<file path="config.mk">
export PLATFORM = sky130hd
export DESIGN_NAME = mem_port_arbiter
export DESIGN_NICKNAME = d
export VERILOG_FILES = /design/src/rtl/mem_port_arbiter.sv
export SDC_FILE = /design/constraint.sdc
export NUM_CORES = 1
export LEC_CHECK = 0
export CAP_MARGIN = 20
export CORE_UTILIZATION = 43
export DETAILED_ROUTE_END_ITERATION = 8
export PLACE_DENSITY = 0.85
export SLEW_MARGIN = 20
export SYNTH_ARGS = -nofsm -noshare
export SYNTH_HDL_FRONTEND = slang
export SYNTH_SLANG_ARGS = --single-unit
export TNS_END_PERCENT = 100
</file>
<file path="constraint.sdc">
create_clock -name clock -period 3.4 [get_ports clock]
set_input_delay 0.68 -clock clock [delete_from_list [all_inputs] [get_ports clock]]
set_output_delay 0.68 -clock clock [all_outputs]
set_load 0.05 [all_outputs]
</file>
<file path="src/rtl/mem_port_arbiter.sv">
// -----------------------------------------------------------------------------
// mem_port_arbiter
//
// Shares one single-port data memory between two requesters: A (fetch side)
// and B (load/store side). Each requester uses a req/ack handshake; every
// granted transaction performs exactly one memory access and finishes with a
// one-cycle ack pulse. Arbitration is round-robin. When both sides request
// in the same IDLE cycle, the side that was not served last wins.
//
// Transaction timing (one transaction every 3 cycles at full load):
//   IDLE   : a pending request is granted. Owner, we, addr and wdata are
//            latched at the clock edge.
//   ACCESS : the memory is driven from the latched fields. A write commits at
//            the edge ending ACCESS. For a read, mem_rdata is captured into
//            rdata at that edge.
//   RESP   : the owner's ack is high for this cycle and rdata holds the
//            captured value. Priority passes to the other requester.
//
// Every output comes straight from a flip-flop. The asynchronous reset
// therefore drops mem_write and the acks at once. A write that is cut off by
// reset during ACCESS never reaches the memory.
//
// Ports
//   clock                          single clock, rising edge
//   reset_n                        asynchronous active-low reset
//   a_req/a_we/a_addr/a_wdata      requester A request, direction, address, data
//   a_ack                          requester A completion pulse
//   b_req/b_we/b_addr/b_wdata      requester B, same meaning as A
//   b_ack                          requester B completion pulse
//   rdata                          read data of the acked transaction
//   busy                           high in ACCESS and RESP
//   mem_write/mem_read             memory strobes, high only in ACCESS
//   mem_addr/mem_wdata             memory address and write data
//   mem_rdata                      memory read data (combinational while mem_read)
// -----------------------------------------------------------------------------
module mem_port_arbiter #(
  parameter int ADDR_W = 8,
  parameter int DATA_W = 8
) (
  input  logic              clock,
  input  logic              reset_n,
  input  logic              a_req,
  input  logic              a_we,
  input  logic [ADDR_W-1:0] a_addr,
  input  logic [DATA_W-1:0] a_wdata,
  output logic              a_ack,
  input  logic              b_req,
  input  logic              b_we,
  input  logic [ADDR_W-1:0] b_addr,
  input  logic [DATA_W-1:0] b_wdata,
  output logic              b_ack,
  output logic [DATA_W-1:0] rdata,
  output logic              busy,
  output logic              mem_write,
  output logic              mem_read,
  output logic [ADDR_W-1:0] mem_addr,
  output logic [DATA_W-1:0] mem_wdata,
  input  logic [DATA_W-1:0] mem_rdata
);

  typedef enum logic [1:0] {
    ST_IDLE   = 2'd0,
    ST_ACCESS = 2'd1,
    ST_RESP   = 2'd2
  } state_t;

  // Requester identifiers, used for owner and priority.
  localparam logic SIDE_A = 1'b0;
  localparam logic SIDE_B = 1'b1;

  state_t              state_q, state_d;
  logic                owner_q, owner_d;
  logic                prio_q, prio_d;
  logic                we_q, we_d;
  logic [ADDR_W-1:0]   addr_q, addr_d;
  logic [DATA_W-1:0]   wdata_q, wdata_d;
  logic [DATA_W-1:0]   rdata_q, rdata_d;
  logic                a_ack_q, a_ack_d;
  logic                b_ack_q, b_ack_d;
  logic                busy_q, busy_d;
  logic                mem_write_q, mem_write_d;
  logic                mem_read_q, mem_read_d;

  logic                grant_any_s;
  logic                grant_side_s;
  logic                grant_we_s;
  logic [ADDR_W-1:0]   grant_addr_s;
  logic [DATA_W-1:0]   grant_wdata_s;

  // Round-robin selection among the current requests. B wins only if it
  // requests and either A is idle or B holds the priority. The selected
  // side's fields are steered to the capture registers.
  always_comb begin
    grant_any_s  = a_req | b_req;
    grant_side_s = b_req & (~a_req | (prio_q == SIDE_B));
    if (grant_side_s == SIDE_B) begin
      grant_we_s    = b_we;
      grant_addr_s  = b_addr;
      grant_wdata_s = b_wdata;
    end else begin
      grant_we_s    = a_we;
      grant_addr_s  = a_addr;
      grant_wdata_s = a_wdata;
    end
  end

  // Next-state and next-output decode. The output registers are loaded one
  // state early so that they are valid during the cycle they belong to.
  always_comb begin
    state_d     = state_q;
    owner_d     = owner_q;
    prio_d      = prio_q;
    we_d        = we_q;
    addr_d      = addr_q;
    wdata_d     = wdata_q;
    rdata_d     = rdata_q;
    a_ack_d     = 1'b0;
    b_ack_d     = 1'b0;
    busy_d      = 1'b0;
    mem_write_d = 1'b0;
    mem_read_d  = 1'b0;

    case (state_q)
      ST_IDLE: begin
        if (grant_any_s) begin
          state_d     = ST_ACCESS;
          owner_d     = grant_side_s;
          we_d        = grant_we_s;
          addr_d      = grant_addr_s;
          wdata_d     = grant_wdata_s;
          busy_d      = 1'b1;
          mem_write_d = grant_we_s;
          mem_read_d  = ~grant_we_s;
        end else begin
          state_d = ST_IDLE;
        end
      end

      ST_ACCESS: begin
        state_d = ST_RESP;
        busy_d  = 1'b1;
        a_ack_d = (owner_q == SIDE_A);
        b_ack_d = (owner_q == SIDE_B);
        // Reads capture the memory word. Writes leave the previous rdata.
        if (!we_q) begin
          rdata_d = mem_rdata;
        end else begin
          rdata_d = rdata_q;
        end
      end

      ST_RESP: begin
        state_d = ST_IDLE;
        prio_d  = ~owner_q;
      end

      default: begin
        state_d = ST_IDLE;
      end
    endcase
  end

  // State, latched transaction fields and registered outputs.
  always_ff @(posedge clock or negedge reset_n) begin
    if (!reset_n) begin
      state_q     <= ST_IDLE;
      owner_q     <= SIDE_A;
      prio_q      <= SIDE_A;
      we_q        <= 1'b0;
      addr_q      <= {ADDR_W{1'b0}};
      wdata_q     <= {DATA_W{1'b0}};
      rdata_q     <= {DATA_W{1'b0}};
      a_ack_q     <= 1'b0;
      b_ack_q     <= 1'b0;
      busy_q      <= 1'b0;
      mem_write_q <= 1'b0;
      mem_read_q  <= 1'b0;
    end else begin
      state_q     <= state_d;
      owner_q     <= owner_d;
      prio_q      <= prio_d;
      we_q        <= we_d;
      addr_q      <= addr_d;
      wdata_q     <= wdata_d;
      rdata_q     <= rdata_d;
      a_ack_q     <= a_ack_d;
      b_ack_q     <= b_ack_d;
      busy_q      <= busy_d;
      mem_write_q <= mem_write_d;
      mem_read_q  <= mem_read_d;
    end
  end

  assign a_ack     = a_ack_q;
  assign b_ack     = b_ack_q;
  assign rdata     = rdata_q;
  assign busy      = busy_q;
  assign mem_write = mem_write_q;
  assign mem_read  = mem_read_q;
  // The latched fields stay stable across ACCESS. Outside ACCESS the
  // strobes are low, so the memory ignores these values.
  assign mem_addr  = addr_q;
  assign mem_wdata = wdata_q;

endmodule

</file>
==> out/results.txt <==
Post_cts resized -> 0
Core region area -> 0.003337 sq mm
Post-Synthesis Cells -> 142
Initial core utilization -> 44.81%
Crit path from -> mem_wdata[7]
DRT Pass-1 Iters -> 4
# IOs -> 75
Post-synthesis sequential area ratio -> 56.90%
Max-slew violations -> 0
Cell row count -> 21
First-pass GRT wire length -> 6016 microns
FF-to-FF path depth -> 4
Reg2reg start -> state_q[0]
Hpwl dp -> 2876 microns
Die W -> 60.97 microns
Synthesis-stage register bit count -> 34
Status -> complete, no violations
Clock Skews -> 7.879 ps
Die area -> 0.003717 sq mm
Mapped cell area -> 0.001495 sq mm
Crit path cell chain -> clkdlybuf4s50_1
Root Driver -> clkbuf_4
Clk Latency, worst-skew pair -> 320 ps
Reg clk slew, reported paths -> 100 ps
CP delay by family, top -> buffers and inverters
Area grow syn2layout -> 53.81%
DRC -> 0
Total track usage -> 22.75%
Post-CTS setup buffers -> 0
Worst Tran Pin Value -> 823.9 ps
Yosys cell types -> 20
Hold Startpoint -> owner_q
Slowest-stage cell, CP -> clkdlybuf4s50_1
Detailed-route vias per instance -> 5.359
Worst path arrival time -> 1520 ps
Clk buf depth -> 2
Top Usage Layer GRT -> met2
Number of CTS-inserted buffers -> 5
Critical path peak fanout -> 2
Minimum clock period after layout -> 2202 ps
Port bufs -> 74
CP peak stage delay -> 810 ps
Total congestion overflow -> 0
WL final -> 3831 microns
Max-cap violations -> 0
Worst hold path depth -> 1
Fin crit share -> 64.75%
Ys Warns -> 0
Initial DRC count -> 31
Register-to-register setup slack -> 1650 ps
GRT met2 Usage -> 42.86%
Vias in the first global route -> 1440
Max_slew headroom -> 45.02%
Avg Inst Size Synth -> 10.53 sq um
Commonest non-fill, non-tap cells in the layout -> 74 x clkdlybuf4s50_1, 34 x dfrtp_1, 18 x o21ai_0, 18 x nand3_1, 18 x a21oi_1
Ratio of cells with drive above 1 in the final layout -> 10.65%
Setup violations, final -> 0
Worst EP required -> 2720 ps
Final #Nets -> 261
Startpoint Class -> flip-flop
Final hold vios -> 0
Ant. Diodes -> 0
Hold crit path type -> reg -> reg
Stages on the worst setup path -> 1
Peak supply drop -> 0.0004206 V
Routed length per instance -> 14.62 microns
Core Util, Final -> 68.92%
Routability Congestion -> 0.7548
Worst r2r dst -> mem_wdata[1]
Antenna violations before repair -> 0
Total negative setup slack -> 0 ps
Hold_ws -> 466.5 ps
Ratio of total power to cell area -> 1031 mW/mm^2
Met3 Use GR -> 4.904%
Htree depth -> 2
Vias -> 1404
CTS Hold Bufs -> 0
Crit Path Category -> reg -> out
Sink Count -> 34
Cell leakage power -> 0.9291 nW
CTS tree -> done
Worst setup EP type -> primary output
Bufs and invs on worst path -> 1
Worst setup path end -> mem_wdata[7]
Met1 Track Usage GR -> 22.85%
Post-route total power -> 2.371 mW
Largest net degree at the start of global routing -> 35
Post-route ant nets -> 0
Commonest non-fill, non-tap cell in the layout -> clkdlybuf4s50_1
Die height -> 60.97 microns
Fmax -> 454.2 MHz
RSZ-0062 raised after global routing -> no
Post-Syn Nets -> 188
[flip-flops by register name, indices dropped and copies added, names as in the netlist]
| register | flops |
|---|---|
| a_ack | 1 |
| b_ack | 1 |
| busy | 1 |
| mem_addr | 8 |
| mem_read | 1 |
| mem_wdata | 8 |
| mem_write | 1 |
| owner_q | 1 |
| prio_q | 1 |
| rdata | 8 |
| state_q | 2 |
| we_q | 1 |
[power breakdown]
group / internal (mW) / switching (mW)
Sequential: 0.604 / 0.112
Combinational: 0.493 / 0.941
Clock: 0.100 / 0.122
[cells in the mapped netlist (all sizes together)]
cell type,count,area (sq um)
a21oi,18,90.09
a31oi,17,106.4
and2b,1,7.510
and3,1,6.260
buf,8,65.06
clkbuf,3,11.26
dfrtp,34,850.8
inv,4,15.01
mux2,8,90.09
nand2,3,18.77
nand2b,3,18.77
nand3,18,90.09
nor2,4,20.02
o21ai,19,98.85
or2,1,6.260
[cell type report]
type / count / area, sq um
Clock buffer: 7 / 55.05
Timing Repair Buffer: 77 / 763.2
Sequential cell: 34 / 850.8
Multi-Input combinational cell: 93 / 553.0
Clock inverter: 1 / 5.005
Fill cell: 276 / 1037
Tap cell: 46 / 57.56
Inverter: 4 / 15.01
[worst min path at each step]
| stage | endpoint | slack (ps) |
|---|---|---|
| final | a_ack | 470 |
| after CTS | a_ack | 470 |
| after detailed placement | a_ack | 460 |
| after floorplan | a_ack | 380 |
| after global routing | a_ack | 490 |
| after global placement | a_ack | 450 |
[stage by stage]
step,instance area (sq um),cells,setup WS [ps]
after floorplan,1495,142,1791
after global placement,2240,254,1049
after detailed placement,2240,254,957.5
after CTS,2300,262,1195
after global routing,2300,262,1116
final,2300,262,1198
[logic make-up (layout without fill, tap and decap cells)]
| group | count (synthesis) | count (layout) | share of synthesized area [%] |
|---|---|---|---|
| DFF | 34 | 34 | 56.90 |
| AOI/OAI and AO/OA | 54 | 54 | 19.75 |
| buffers and inverters | 15 | 89 | 6.108 |
| and+or+nand+nor | 31 | 31 | 11.21 |
| muxes | 8 | 8 | 6.025 |
[metal layers]
| layer | vias to the layer above | part of all wire [%] |
|---|---|---|
| met5 | - | 0 |
| met4 | 0 | 1.6 |
| met2 | 67 | 56 |
| li1 | 665 | - |
| met1 | 665 | 37 |
| met3 | 7 | 5.4 |
Power figures use the tool's default switching activity.
